## src/rtl/csr_pulsegen.sv

```systemverilog
// CSR-bus pulse-train generator: programmable high/low widths and pulse count,
// single registered pulse output, one-cycle completion irq and sticky DONE flag.
module csr_pulsegen #(
  parameter logic [3:0]  csr_addr  = 4'h2,
  parameter int unsigned cnt_width = 32
) (
  input  logic        sys_clk,
  input  logic        sys_rst_n,
  input  logic [13:0] csr_a,
  input  logic        csr_we,
  input  logic [31:0] csr_di,
  output logic [31:0] csr_do,
  output logic        irq,
  output logic        pulse_o
);

  typedef enum logic [1:0] {
    S_IDLE,
    S_HIGH,
    S_LOW
  } state_t;

  localparam logic [2:0] A_CTRL   = 3'd0;
  localparam logic [2:0] A_HIGH   = 3'd1;
  localparam logic [2:0] A_LOW    = 3'd2;
  localparam logic [2:0] A_COUNT  = 3'd3;
  localparam logic [2:0] A_REMAIN = 3'd4;
  localparam logic [2:0] A_DONE   = 3'd5;

  localparam logic [cnt_width-1:0] ONE = {{(cnt_width-1){1'b0}}, 1'b1};

  state_t               state_q, state_d;
  logic [cnt_width-1:0] cnt_q, cnt_d;
  logic [cnt_width-1:0] remain_q, remain_d;
  logic [cnt_width-1:0] high_q, low_q, count_q;
  logic [cnt_width-1:0] high_eff, low_eff;
  logic                 cont_q;
  logic                 done_q;
  logic                 irq_d;
  logic                 busy;
  logic                 sel;
  logic                 wr_ctrl, wr_high, wr_low, wr_count, wr_done;
  logic                 start_req, abort_req;
  logic [31:0]          rd_data;

  assign sel      = (csr_a[13:10] == csr_addr);
  assign wr_ctrl  = sel && csr_we && (csr_a[2:0] == A_CTRL);
  assign wr_high  = sel && csr_we && (csr_a[2:0] == A_HIGH);
  assign wr_low   = sel && csr_we && (csr_a[2:0] == A_LOW);
  assign wr_count = sel && csr_we && (csr_a[2:0] == A_COUNT);
  assign wr_done  = sel && csr_we && (csr_a[2:0] == A_DONE);

  assign abort_req = wr_ctrl && csr_di[2];
  assign start_req = wr_ctrl && csr_di[0] && !csr_di[2];

  assign high_eff = (high_q == '0) ? ONE : high_q;
  assign low_eff  = (low_q  == '0) ? ONE : low_q;
  assign busy     = (state_q != S_IDLE);

  // Phase counter holds cycles left in the current phase after this one,
  // so a width of w loads w-1 and the phase ends when it reads zero.
  always_comb begin
    state_d  = state_q;
    cnt_d    = cnt_q;
    remain_d = remain_q;
    irq_d    = 1'b0;
    case (state_q)
      S_IDLE: begin
        if (start_req && (csr_di[1] || (count_q != '0))) begin
          state_d  = S_HIGH;
          cnt_d    = high_eff - ONE;
          remain_d = count_q;
        end
      end
      S_HIGH: begin
        if (cnt_q != '0) begin
          cnt_d = cnt_q - ONE;
        end else if (cont_q) begin
          state_d = S_LOW;
          cnt_d   = low_eff - ONE;
        end else if (remain_q <= ONE) begin
          state_d  = S_IDLE;
          remain_d = '0;
          irq_d    = 1'b1;
        end else begin
          state_d  = S_LOW;
          remain_d = remain_q - ONE;
          cnt_d    = low_eff - ONE;
        end
      end
      S_LOW: begin
        if (cnt_q != '0) begin
          cnt_d = cnt_q - ONE;
        end else begin
          state_d = S_HIGH;
          cnt_d   = high_eff - ONE;
        end
      end
      default: begin
        state_d = S_IDLE;
      end
    endcase
    if (abort_req && busy) begin
      state_d  = S_IDLE;
      cnt_d    = '0;
      remain_d = '0;
      irq_d    = 1'b0;
    end
  end

  always_ff @(posedge sys_clk or negedge sys_rst_n) begin
    if (!sys_rst_n) begin
      state_q  <= S_IDLE;
      cnt_q    <= '0;
      remain_q <= '0;
      irq      <= 1'b0;
      pulse_o  <= 1'b0;
    end else begin
      state_q  <= state_d;
      cnt_q    <= cnt_d;
      remain_q <= remain_d;
      irq      <= irq_d;
      pulse_o  <= (state_d == S_HIGH);
    end
  end

  always_comb begin
    rd_data = '0;
    case (csr_a[2:0])
      A_CTRL:   rd_data = {30'd0, cont_q, busy};
      A_HIGH:   rd_data = 32'(high_q);
      A_LOW:    rd_data = 32'(low_q);
      A_COUNT:  rd_data = 32'(count_q);
      A_REMAIN: rd_data = 32'(remain_q);
      A_DONE:   rd_data = {31'd0, done_q};
      default:  rd_data = '0;
    endcase
  end

  always_ff @(posedge sys_clk or negedge sys_rst_n) begin
    if (!sys_rst_n) begin
      high_q  <= '0;
      low_q   <= '0;
      count_q <= '0;
      cont_q  <= 1'b0;
      done_q  <= 1'b0;
      csr_do  <= '0;
    end else begin
      if (wr_high)  high_q  <= csr_di[cnt_width-1:0];
      if (wr_low)   low_q   <= csr_di[cnt_width-1:0];
      if (wr_count) count_q <= csr_di[cnt_width-1:0];
      if (wr_ctrl)  cont_q  <= csr_di[1];
      // Completion in the same cycle as a DONE write leaves the flag set.
      if (irq_d)        done_q <= 1'b1;
      else if (wr_done) done_q <= 1'b0;
      csr_do <= sel ? rd_data : '0;
    end
  end

endmodule

```

## config.mk

```make
export PLATFORM = sky130hd
export DESIGN_NAME = csr_pulsegen
export DESIGN_NICKNAME = d
export VERILOG_FILES = /design/src/rtl/csr_pulsegen.sv
export SDC_FILE = /design/constraint.sdc
export NUM_CORES = 1
export LEC_CHECK = 0
export ABC_CLOCK_PERIOD_IN_PS = 10800
export CAP_MARGIN = 10
export CORE_MARGIN = 3
export CORE_UTILIZATION = 45
export CTS_CLUSTER_DIAMETER = 150
export CTS_CLUSTER_SIZE = 16
export DETAILED_ROUTE_END_ITERATION = 10
export HOLD_SLACK_MARGIN = 0.08
export PLACE_DENSITY = 0.74
export RECOVER_POWER = 25
export SYNTH_ARGS = -nofsm -noshare
export SYNTH_HDL_FRONTEND = slang
export SYNTH_SLANG_ARGS = --single-unit
```

## constraint.sdc

```tcl
create_clock -name sys_clk -period 10.8 [get_ports sys_clk]
set_input_delay 2.16 -clock sys_clk [delete_from_list [all_inputs] [get_ports sys_clk]]
set_output_delay 2.16 -clock sys_clk [all_outputs]
set_load 0.1 [all_outputs]
```

==> metrics.txt <==
Hold Path Stages 2; Cell variety after synth 68; die height ~170 µm; hold slack final between 0.5 and 0.6 ns; Tmin final 6.08 ns; clock root buffer clkbuf_16; Worst EP required 11.19 ns; Final Hold Fails 0; EDFF count, synth 0; average wire per standard cell 22.9 µm; reg2reg start low_q[5]$_DFFE_PN0P_; PD cells about 230 mW/mm²; row cnt slightly below 60; Setup-failing EPs final 0; diodes inserted 0; switching share of power 45.4%; Die ar. approximately 0.028 mm²; complex-gate fraction of the synthesized area a little under a fifth; synth warn 0; post-synth top area share between 40% and 50%; Final Util 52.2%; # Max-Cap Violations 0; Die Span X 167 µm; Hold Crit Endpoint done_q$_DFFE_PN0P_; initial core utilization about 46%; Max Slew Vio Count 0; Int Power about 1.7 mW; worst-margin pin slew roughly 1.0 ns; initial antenna violation count 0; reg2reg end cnt_q[30]$_DFFE_PN0P_; Initial DRT Pass Iterations 8; # port buffers 75; layout cells sized above 1 around 13%; total core area about 0.025 mm²; register-to-register setup slack 6.31 ns; nets 1325; Worst EP arrival ~6.5 ns; CTS H-tree depth 4; Worst Hold Class flip-flop to flip-flop; Post-synth ARST share 100%; average size of a mapped cell 9.39 µm²; Reg area 0.00495 mm²; fillers ~2200; GPL Wtd Cong 0.931; Vias/cell ~6.6; Global Route Usage Sum about a quarter; area leader, netlist dfrtp_1; sw power ~1.4 mW; synthesized net count around 1300; Seq/Total Area, Yosys between 40% and 50%; most used flip-flop cell after synthesis dfrtp_1; clk buf depth 2; synth top area cells dfrtp_1 42%, mux2_2 9.5%, a22oi_1 4.8%, a21oi_1 3.0%, xnor2_1 3.0%; Layout area overhead 13.4%; # clock sinks 198; critical path fanouts, max 19; Setup Skew roughly 0.013 ns; mux cell area share after synthesis around 10%; adder-cell share of the synthesized area less than 1%; Synth Register Bits between 150 and 200; number of global-route vias before repair approximately 10000; Worst Hold Launch done_q$_DFFE_PN0P_; Syn Inst Count 1243; Num CTS Buffers 17; clock network power share roughly a fifth; post-synthesis xor/xnor area fraction between 5 and 6%; RSZ-0062 raised after global routing no; number of remaining DRC errors 0; placed instance area 0.0127 mm²; nature of the critical path startpoint input port; first-pass GRT wire length a little under 60000 µm; Setup TNS 0 ns; Max VDD drop 0.183 mV; outcome completed; area of the multi-input gates 0.00632 mm²; R2R cell count 12; DP Wirelength 25800 µm; Max Freq about 0.16 GHz; DRT iter0 DRCs around 1400; Leakage approximately 5.5 nW; CP Class input port to flip-flop; combinational power share 45.5%; Setup Fix Bufs, Post-CTS 0; # resized after CTS 0; DRT antenna net count 0; largest net degree at the start of global routing between 100 and 150; grt ovf 0; Crit. End Element flip-flop; main combinational cell family by area after synthesis compound AO/OA/AOI/OAI gates; fin area approximately 0.013 mm²; most common cell in the synthesized netlist dfrtp_1; crit share post-route 56.3%; vias between 10000 and 15000; CTS tree done; Flop pwr share between 30% and 40%; # IOs between 80 and 90; WL final approximately 37000 µm; simple-gate share of the synthesized area 18.1%; Relative slew margins 30.3%; Clk Latency, worst-skew pair 0.45 ns; top post-synthesis cells by count 198 x dfrtp_1, 98 x mux2_2, 90 x nand2_1, 75 x a22oi_1, 75 x nor2_1; Post-Syn Area 0.0117 mm²; # hold bufs at CTS 0; clock slew seen by the registers of the worst setup and hold paths around 0.080 ns
layout by cell type (no fill, tap or decap), types with 38 or more instances in the layout:
master and count:
a21oi_1 71, a22oi_1 75, clkdlybuf4s50_1 74, dfrtp_1 198
mux2_2 98, nand2_1 90, nor2_1 75, nor3_1 59
nor4_1 49, o21ai_0 49, xnor2_1 40, xor2_1 38
state kept, by name, summed over array words and instances (netlist names), 2 cells and up:
name	count
remain_q	32
count_q	32
state_q	2
cnt_q	32
csr_do	32
low_q	32
high_q	32
routing by layer:
| layer | GRT usage [%] | wire (µm) | vias to the layer above |
|---|---|---|---|
| met5 | 0 | 0 | - |
| met1 | 35.7 | 14800 | 5122 |
| met2 | 41.2 | 17100 | 652 |
| met4 | 10.1 | 1340 | 0 |
| met3 | 5.46 | 3650 | 108 |
| li1 | - | - | 4710 |
cell type report:
cell class | count | share of cell area [%]
clock inverters | 13 | 0.983
multi-input cells | 937 | 47.8
repair buffers | 95 | 6.84
clock buffers | 19 | 3.35
flip-flops and latches | 198 | 37.4
well taps | 330 | 3.12
inverters | 18 | 0.511
critical path, cell delays in order:
cell and delay (ns):
clkdlybuf4s50_1 0.40, nor4b_1 0.76, nand4_1 1.02, nor2b_1 0.43, nand4_1 0.18, nand3_1 0.66, a2111oi_0 0.63, a221o_1 0.21
through the flow:
step	std cells	total power [mW]	worst slack, ns
CTS	1610	3.04	4.83
global placement	1578	2.38	4.46
detailed placement	1578	2.40	4.35
floorplan	1243	2.04	6.46
finish	1610	3.08	4.72
global route	1610	3.26	4.52
worst max-delay path by stage:
stage,start,endpoint,slack (ns)
after CTS,csr_a[10],cnt_q[15]$_DFFE_PN0P_,4.83
after global placement,csr_a[10],cnt_q[3]$_DFFE_PN0P_,4.46
after detailed placement,csr_a[10],cnt_q[15]$_DFFE_PN0P_,4.35
final,csr_a[10],cnt_q[15]$_DFFE_PN0P_,4.72
after global routing,csr_a[10],cnt_q[15]$_DFFE_PN0P_,4.52
after floorplan,csr_a[10],cnt_q[31]$_DFFE_PN0P_,6.46
cell families (layout without fill, tap and decap cells):
group,count (synthesis),after routing
buffers and inverters,108,145
xor gates and xnor gates,78,78
adders and majority gates,9,9
and+or+nand+nor,407,407
DFF,198,198
AOI/OAI and AO/OA,339,339
muxes,104,104
power groups by stage:
stage,logic [mW],registers [mW],clock network [mW]
after floorplan,1.04,0.995,0
after global placement,1.33,1.05,0
after detailed placement,1.35,1.05,0
after CTS,1.36,1.04,0.634
after global routing,1.53,1.07,0.663
final,1.40,1.05,0.628
Power figures use the tool's default switching activity.
